<file path="src/rtl/spi_burst_feeder_pkg.sv">
// Shared types for the SPI burst feeder: burst sequencer state and byte width.
package spi_burst_feeder_pkg;

  localparam int BYTE_W = 8;

  typedef enum logic [1:0] {
    IDLE_B = 2'd0,
    RUN    = 2'd1,
    DRAIN  = 2'd2,
    FIN    = 2'd3
  } burst_state_t;

endpackage

</file>
<file path="src/rtl/spi_sync_fifo.sv">
// Single-clock first-word-fall-through FIFO with wrap-bit pointers for exact full/empty.
module spi_sync_fifo #(
  parameter int WIDTH = 8,
  parameter int DEPTH = 16
) (
  input  logic             i_master_clk,
  input  logic             i_master_rst_n,
  input  logic             wr_en,
  input  logic [WIDTH-1:0] wr_data,
  input  logic             rd_en,
  output logic [WIDTH-1:0] rd_data,
  output logic             full,
  output logic             empty
);

  localparam int AW = $clog2(DEPTH);
  localparam logic [AW:0] PTR_ONE = (AW + 1)'(1);

  logic [WIDTH-1:0] mem [DEPTH];
  logic [AW:0]      wr_ptr;
  logic [AW:0]      rd_ptr;
  logic             do_wr;
  logic             do_rd;

  assign empty   = (wr_ptr == rd_ptr);
  assign full    = (wr_ptr[AW] != rd_ptr[AW]) && (wr_ptr[AW-1:0] == rd_ptr[AW-1:0]);
  assign do_rd   = rd_en && !empty;
  // A pop in the same cycle frees the slot, so a write to a full FIFO still lands.
  assign do_wr   = wr_en && (!full || do_rd);
  assign rd_data = mem[rd_ptr[AW-1:0]];

  always_ff @(posedge i_master_clk or negedge i_master_rst_n) begin
    if (!i_master_rst_n) begin
      wr_ptr <= '0;
      rd_ptr <= '0;
      for (int i = 0; i < DEPTH; i++) mem[i] <= '0;
    end else begin
      if (do_wr) begin
        mem[wr_ptr[AW-1:0]] <= wr_data;
        wr_ptr <= wr_ptr + PTR_ONE;
      end
      if (do_rd) rd_ptr <= rd_ptr + PTR_ONE;
    end
  end

endmodule

</file>
<file path="src/rtl/spi_burst_feeder.sv">
// Streams a host-preloaded TX FIFO into the SPI master back-to-back and gathers the
// returned bytes into an RX FIFO, pulsing DONE once LEN bytes have come back.
module spi_burst_feeder
  import spi_burst_feeder_pkg::*;
#(
  parameter int FIFO_DEPTH = 16,
  parameter int LEN_W      = 8
) (
  input  logic              i_master_clk,
  input  logic              i_master_rst_n,
  input  logic              i_HOST_WR_EN,
  input  logic [BYTE_W-1:0] i_HOST_WR_DATA,
  input  logic              i_HOST_START,
  input  logic [LEN_W-1:0]  i_HOST_LEN,
  input  logic              i_HOST_RD_EN,
  output logic [BYTE_W-1:0] o_HOST_RD_DATA,
  output logic              o_HOST_RX_EMPTY,
  output logic              o_HOST_TX_FULL,
  output logic              o_HOST_BUSY,
  output logic              o_HOST_DONE,
  output logic              o_HOST_RX_OVF,
  output logic              o_HOST_TX_UNDR,
  input  logic              i_HOST_CLR_ERR,
  output logic              o_TX_VALID,
  output logic [BYTE_W-1:0] o_TX_BYTE,
  input  logic              i_TX_READY,
  input  logic              i_RX_VALID,
  input  logic [BYTE_W-1:0] i_RX_BYTE,
  output burst_state_t      o_dbg_state
);

  localparam logic [LEN_W-1:0] CNT_ONE = LEN_W'(1);

  burst_state_t     state_q;
  burst_state_t     state_d;
  logic [LEN_W-1:0] len_q;
  logic [LEN_W-1:0] tx_sent_q;
  logic [LEN_W-1:0] tx_sent_nxt;
  logic [LEN_W-1:0] rx_got_q;
  logic             ovf_q;
  logic             undr_q;
  logic             busy;
  logic             tx_empty;
  logic             tx_fire;
  logic             rx_full;
  logic             rx_empty;
  logic             rx_push;
  logic             start_ok;
  logic             ovf_set;
  logic             undr_set;

  // Handshake: a byte moves to the master on any edge where o_TX_VALID and i_TX_READY
  // are both high; the FIFO pops and tx_sent advances on that same edge. i_TX_READY
  // without o_TX_VALID does nothing. i_RX_VALID is a one-cycle pulse per byte.
  assign busy        = (state_q == RUN) || (state_q == DRAIN);
  assign o_TX_VALID  = (state_q == RUN) && (tx_sent_q < len_q) && !tx_empty;
  assign tx_fire     = o_TX_VALID && i_TX_READY;
  assign tx_sent_nxt = tx_sent_q + (tx_fire ? CNT_ONE : '0);
  assign rx_push     = i_RX_VALID && busy;
  assign start_ok    = (state_q == IDLE_B) && i_HOST_START;
  // A pop can only happen on a non-empty FIFO, and a full one never is.
  assign ovf_set     = rx_push && rx_full && !i_HOST_RD_EN;
  assign undr_set    = (state_q == RUN) && (tx_sent_q < len_q) && tx_empty;

  spi_sync_fifo #(.WIDTH(BYTE_W), .DEPTH(FIFO_DEPTH)) u_tx_fifo (
    .i_master_clk   (i_master_clk),
    .i_master_rst_n (i_master_rst_n),
    .wr_en          (i_HOST_WR_EN),
    .wr_data        (i_HOST_WR_DATA),
    .rd_en          (tx_fire),
    .rd_data        (o_TX_BYTE),
    .full           (o_HOST_TX_FULL),
    .empty          (tx_empty)
  );

  spi_sync_fifo #(.WIDTH(BYTE_W), .DEPTH(FIFO_DEPTH)) u_rx_fifo (
    .i_master_clk   (i_master_clk),
    .i_master_rst_n (i_master_rst_n),
    .wr_en          (rx_push),
    .wr_data        (i_RX_BYTE),
    .rd_en          (i_HOST_RD_EN),
    .rd_data        (o_HOST_RD_DATA),
    .full           (rx_full),
    .empty          (rx_empty)
  );

  always_comb begin
    state_d = state_q;
    case (state_q)
      IDLE_B: if (i_HOST_START) state_d = (i_HOST_LEN == '0) ? FIN : RUN;
      RUN:    if (tx_sent_nxt == len_q) state_d = DRAIN;
      DRAIN:  if (rx_got_q == len_q) state_d = FIN;
      FIN:    state_d = IDLE_B;
      default: state_d = IDLE_B;
    endcase
  end

  always_ff @(posedge i_master_clk or negedge i_master_rst_n) begin
    if (!i_master_rst_n) begin
      state_q   <= IDLE_B;
      len_q     <= '0;
      tx_sent_q <= '0;
      rx_got_q  <= '0;
    end else begin
      state_q <= state_d;
      if (start_ok) begin
        len_q     <= i_HOST_LEN;
        tx_sent_q <= '0;
        rx_got_q  <= '0;
      end else begin
        tx_sent_q <= tx_sent_nxt;
        if (rx_push) rx_got_q <= rx_got_q + CNT_ONE;
      end
    end
  end

  // Sticky error flags; a clear request wins over a same-cycle set.
  always_ff @(posedge i_master_clk or negedge i_master_rst_n) begin
    if (!i_master_rst_n) begin
      ovf_q  <= 1'b0;
      undr_q <= 1'b0;
    end else if (i_HOST_CLR_ERR) begin
      ovf_q  <= 1'b0;
      undr_q <= 1'b0;
    end else begin
      if (ovf_set)  ovf_q  <= 1'b1;
      if (undr_set) undr_q <= 1'b1;
    end
  end

  assign o_HOST_BUSY     = busy;
  assign o_HOST_DONE     = (state_q == FIN);
  assign o_HOST_RX_EMPTY = rx_empty;
  assign o_HOST_RX_OVF   = ovf_q;
  assign o_HOST_TX_UNDR  = undr_q;
  assign o_dbg_state     = state_q;

endmodule
</file>
<file path="config.mk">
export PLATFORM = sky130hd
export DESIGN_NAME = spi_burst_feeder
export DESIGN_NICKNAME = d
export VERILOG_FILES = /design/src/rtl/spi_burst_feeder_pkg.sv /design/src/rtl/spi_sync_fifo.sv /design/src/rtl/spi_burst_feeder.sv
export SDC_FILE = /design/constraint.sdc
export NUM_CORES = 1
export LEC_CHECK = 0
export CAP_MARGIN = 20
export CORE_ASPECT_RATIO = 1.1
export CORE_UTILIZATION = 39
export CTS_BUF_LIST = sky130_fd_sc_hd__clkbuf_16
export DETAILED_ROUTE_END_ITERATION = 16
export DONT_BUFFER_PORTS = 1
export GPL_TIMING_DRIVEN = 0
export PLACE_DENSITY = 0.58
export SKIP_CTS_REPAIR_TIMING = 1
export SYNTH_ARGS = -nofsm -noshare
export SYNTH_HDL_FRONTEND = slang
export SYNTH_SLANG_ARGS = --single-unit
export TNS_END_PERCENT = 1
</file>
<file path="constraint.sdc">
create_clock -name i_master_clk -period 3.4 [get_ports i_master_clk]
set_input_delay 0.68 -clock i_master_clk [delete_from_list [all_inputs] [get_ports i_master_clk]]
set_output_delay 0.68 -clock i_master_clk [all_outputs]
set_load 0.05 [all_outputs]
</file>
==> flow_summary.toml <==
[timing]
fmax_ghz = 0.2792
tightest_slew_ns = 1.071
min_period_over_period_pct = 105.3
hold_violations = 49
finalSetupTns_ns = -0.3986
rsz0062_at_grt = "yes"
holdWs_ns = -0.1193
finClkSkew_ns = 0.01378
fin_crit_ns = 3.582
fin_ws_ns = -0.1815
finalSetupViolations = 8
slew_headroom_pct = 28.57
slew_viol_final = 0

[logic_synthesis]
synth_fp_nets = 1020
yosysSeqAreaShare_pct = 52.45
syn-instance-count = 963
ys_warn_count = 0
synth_area_mm2 = 0.01450
ys.flop_type = "dfrtp_1"
avgSynthCellArea_um2 = 15.06
async_flop_share_pct = 100.0
synth.distinct_cells = 46
synth_enable_flop_cells = 0
ys_seq_elements = 304

[drt]
wl_mm = 31.92
firstDrtPassIters = 4
viasPerCell = 5.342
wire_per_inst_um = 20.85
drc = 0
via_count = 8179
ant_nets = 0
drtIter0Drc = 403

[layout]
post-route-util_pct = 45.57
n_antenna_cell = 0
nFillCells = 3316
mostFrequentLayoutCell = "dfrtp_1"
post_route_cells_drive_above_1_share_pct = 45.59
area_growth_pct = 14.22
stdcell_count = 1531
nets = 1074
final_cell_mix = "300 x dfrtp_1, 255 x mux2_2, 80 x mux4_2, 36 x clkbuf_16, 35 x nand2_1"

[power]
power_density_mw_per_mm2 = 1015
p_switching_uw = 6161
p_seq_share_pct = 36.5
pwr-share-comb_pct = 42.8
p_clk_share_pct = 20.7
sw_frac_of_total_pct = 36.66
internal-power_uw = 10650
peakVddDrop_mv = 0.3895
power_uw = 16810
leakagePower_uw = 0.006986

[worst_setup_path]
critPathMaxStageDelay_ns = 0.50
critical-path-slowest-cell = "o41ai_4"
cp_common_cell = "ha_4"
worstPathArrival_ns = 4.02
critPathKind = "register to register"
cp-start-kind = "register"
reg2reg_setup_slack_ns = -0.18
ff2ff_path_depth = 16
reg2reg_from = "len_q[5]$_DFFE_PN0P_"
cp_max_fo = 3
setup.worst_path.start = "len_q[5]$_DFFE_PN0P_"
cp.required_ns = 3.84
crit_path_end = "o_dbg_state[0]$_DFFE_PN0P_"
crit_path_end_kind = "register"
r2r_end = "o_dbg_state[0]$_DFFE_PN0P_"
path_cells = "inv_2, ha_4, a211o_1, a21oi_2, o21ai_2, a21o_1, nor3b_4, ha_4, buf_6, nand3_4, xnor2_2, nor4_2, nand4_1, o41ai_4, nand3_2, a32oi_2"

[global_route]
grtUsageMet2_pct = 27.59
use_met3_pct = 3.100
grt_pass1_vias = 8634
grtUsageTotal_pct = 17.60
grt_start_max_net_pins = 305
use_met1_pct = 25.18
grt_overflow_total = 0
grt_pass1_wl_mm = 50.86
busiest_layer = "met2"
antenna_found_initial = 0

[clock_network]
clock_latency_ns = 0.53
cts.sinks = 304
cts_buffer_depth = 3
cts_root_buf = "clkbuf_16"
clkSlewWorstSetupHoldPaths_ns = 0.06
cts_inserted_buffers = 36
h-tree-depth = 2
cts_tree = "done"

[placement]
place_inst = 1451
dp_hpwl_mm = 20.87
numPortBuffers = 0
gp_congestion = 0.7987

[run_status]
violations = "negative hold slack, negative setup slack"
outcome = "complete, but fails checks"

[die]
io_pins = 57
die_w_um = 185.9
dieArea_mm2 = 0.03796
core-area_mm2 = 0.03635
chipHeight_um = 204.3
fp-row-count = 73
start_util_pct = 39.89

[hold_path]
hp-class = "primary input to async pin"

[job]
drv_cap = 0
worst max-delay path: cells and delay by family (launching register included):
family / cells / cell delay, ns
and+or+nand+nor: 5 / 0.98
adders and majority gates: 2 / 0.39
AOI/OAI and AO/OA: 6 / 1.38
DFF: 1 / 0.40
buffers and inverters: 2 / 0.19
xor gates and xnor gates: 1 / 0.15
worst min path at each step:
stage / start / endpoint / slack [ns] / cells past startpoint
after floorplan: i_master_rst_n / len_q[0]$_DFFE_PN0P_ / 0.38 / 0
after detailed placement: i_master_rst_n / tx_sent_q[7]$_DFF_PN0_ / 0.41 / 0
after global placement: i_master_rst_n / tx_sent_q[7]$_DFF_PN0_ / 0.41 / 0
after global routing: i_master_rst_n / u_tx_fifo.rd_ptr[3]$_DFFE_PN0P_ / -0.16 / 0
after CTS: i_master_rst_n / tx_sent_q[7]$_DFF_PN0_ / -0.15 / 0
final: i_master_rst_n / tx_sent_q[6]$_DFF_PN0_ / -0.12 / 0
kinds of logic (layout without fill, tap and decap cells):
kind of cell / after synthesis / after routing / synth area share [%]
xor gates and xnor gates: 51 / 51 / 3.080
adders and majority gates: 25 / 25 / 2.157
buffers and inverters: 70 / 151 / 2.071
AOI/OAI and AO/OA: 33 / 33 / 1.363
and+or+nand+nor: 138 / 138 / 6.134
DFF: 304 / 304 / 52.45
muxes: 342 / 342 / 32.74
power groups by stage:
stage | clock network (µW) | registers (µW) | logic, µW
floorplan | 0 | 5890 | 5740
global placement | 0 | 6130 | 6820
CTS | 3580 | 6140 | 6950
detailed placement | 0 | 6180 | 6930
finish | 3480 | 6140 | 7190
global route | 3750 | 6350 | 7700
state kept, by name, indices dropped and copies added, names as in the netlist:
| name | flops |
|---|---|
| o_dbg_state | 2 |
| o_HOST_TX_UNDR | 1 |
| tx_sent_q | 8 |
| len_q | 8 |
| u_rx_fifo.mem | 128 |
| u_rx_fifo.wr_ptr | 5 |
| u_rx_fifo.rd_ptr | 5 |
| o_HOST_RX_OVF | 1 |
| u_tx_fifo.wr_ptr | 5 |
| rx_got_q | 8 |
| u_tx_fifo.rd_ptr | 5 |
| u_tx_fifo.mem | 128 |
metal layers:
metal  vias to the layer above  part of all wire (%)  wire (µm)
li1                       3658                     -          -
met1                      4356                    46      14600
met4                         0                   1.8        574
met2                       125                    48      15400
met3                        40                   4.2       1339
met5                         -                     0          0
metrics by stage:
| stage | worst slack, ns | cell area [µm²] |
|---|---|---|
| floorplan | 0.07154 | 14520 |
| global placement | -0.5733 | 15130 |
| detailed placement | -0.5809 | 15140 |
| CTS | -0.6053 | 16200 |
| global route | -0.3358 | 16560 |
| finish | -0.1815 | 16560 |
Yosys cell counts, types with 2 or more instances:
master / number / area [µm²]
a31oi_1: 3 / 18.77
or3_1: 2 / 12.51
xnor2_1: 34 / 297.8
mux2_2: 255 / 2872
dfrtp_1: 304 / 7607
nand2b_1: 7 / 43.79
clkbuf_2: 2 / 10.01
and3_1: 2 / 12.51
a21oi_1: 7 / 35.03
nor2_2: 9 / 56.30
xor2_1: 17 / 148.9
mux2i_1: 3 / 30.03
nor3b_1: 2 / 15.01
nor2b_1: 4 / 25.02
nor3_4: 12 / 195.2
mux2_1: 4 / 45.04
buf_6: 2 / 22.52
clkbuf_1: 33 / 123.9
buf_1: 3 / 11.26
nor4_1: 3 / 18.77
buf_2: 10 / 50.05
mux4_2: 80 / 1802
nand3b_1: 2 / 15.01
o21ai_0: 13 / 65.06
nand4_1: 12 / 75.07
and2_1: 5 / 31.28
nor4_4: 4 / 85.08
nor2_1: 24 / 90.09
ha_1: 25 / 312.8
nand3_1: 9 / 45.04
nand2_1: 35 / 131.4
nor3_1: 4 / 20.02
inv_1: 18 / 67.56
buf_4: 2 / 15.01
layout make-up:
type | instances | area [µm²] | area share, %
multi-input cells | 589 | 6798 | 41.04
repair buffers | 16 | 140.1 | 0.8460
inverters | 18 | 67.56 | 0.4079
flip-flops and latches | 304 | 7612 | 45.96
clock inverters | 29 | 157.7 | 0.9517
clock buffers | 36 | 900.9 | 5.438
well taps | 487 | 609.3 | 3.679
plain buffers | 52 | 279.0 | 1.684
(Power assumes the default switching activity.)
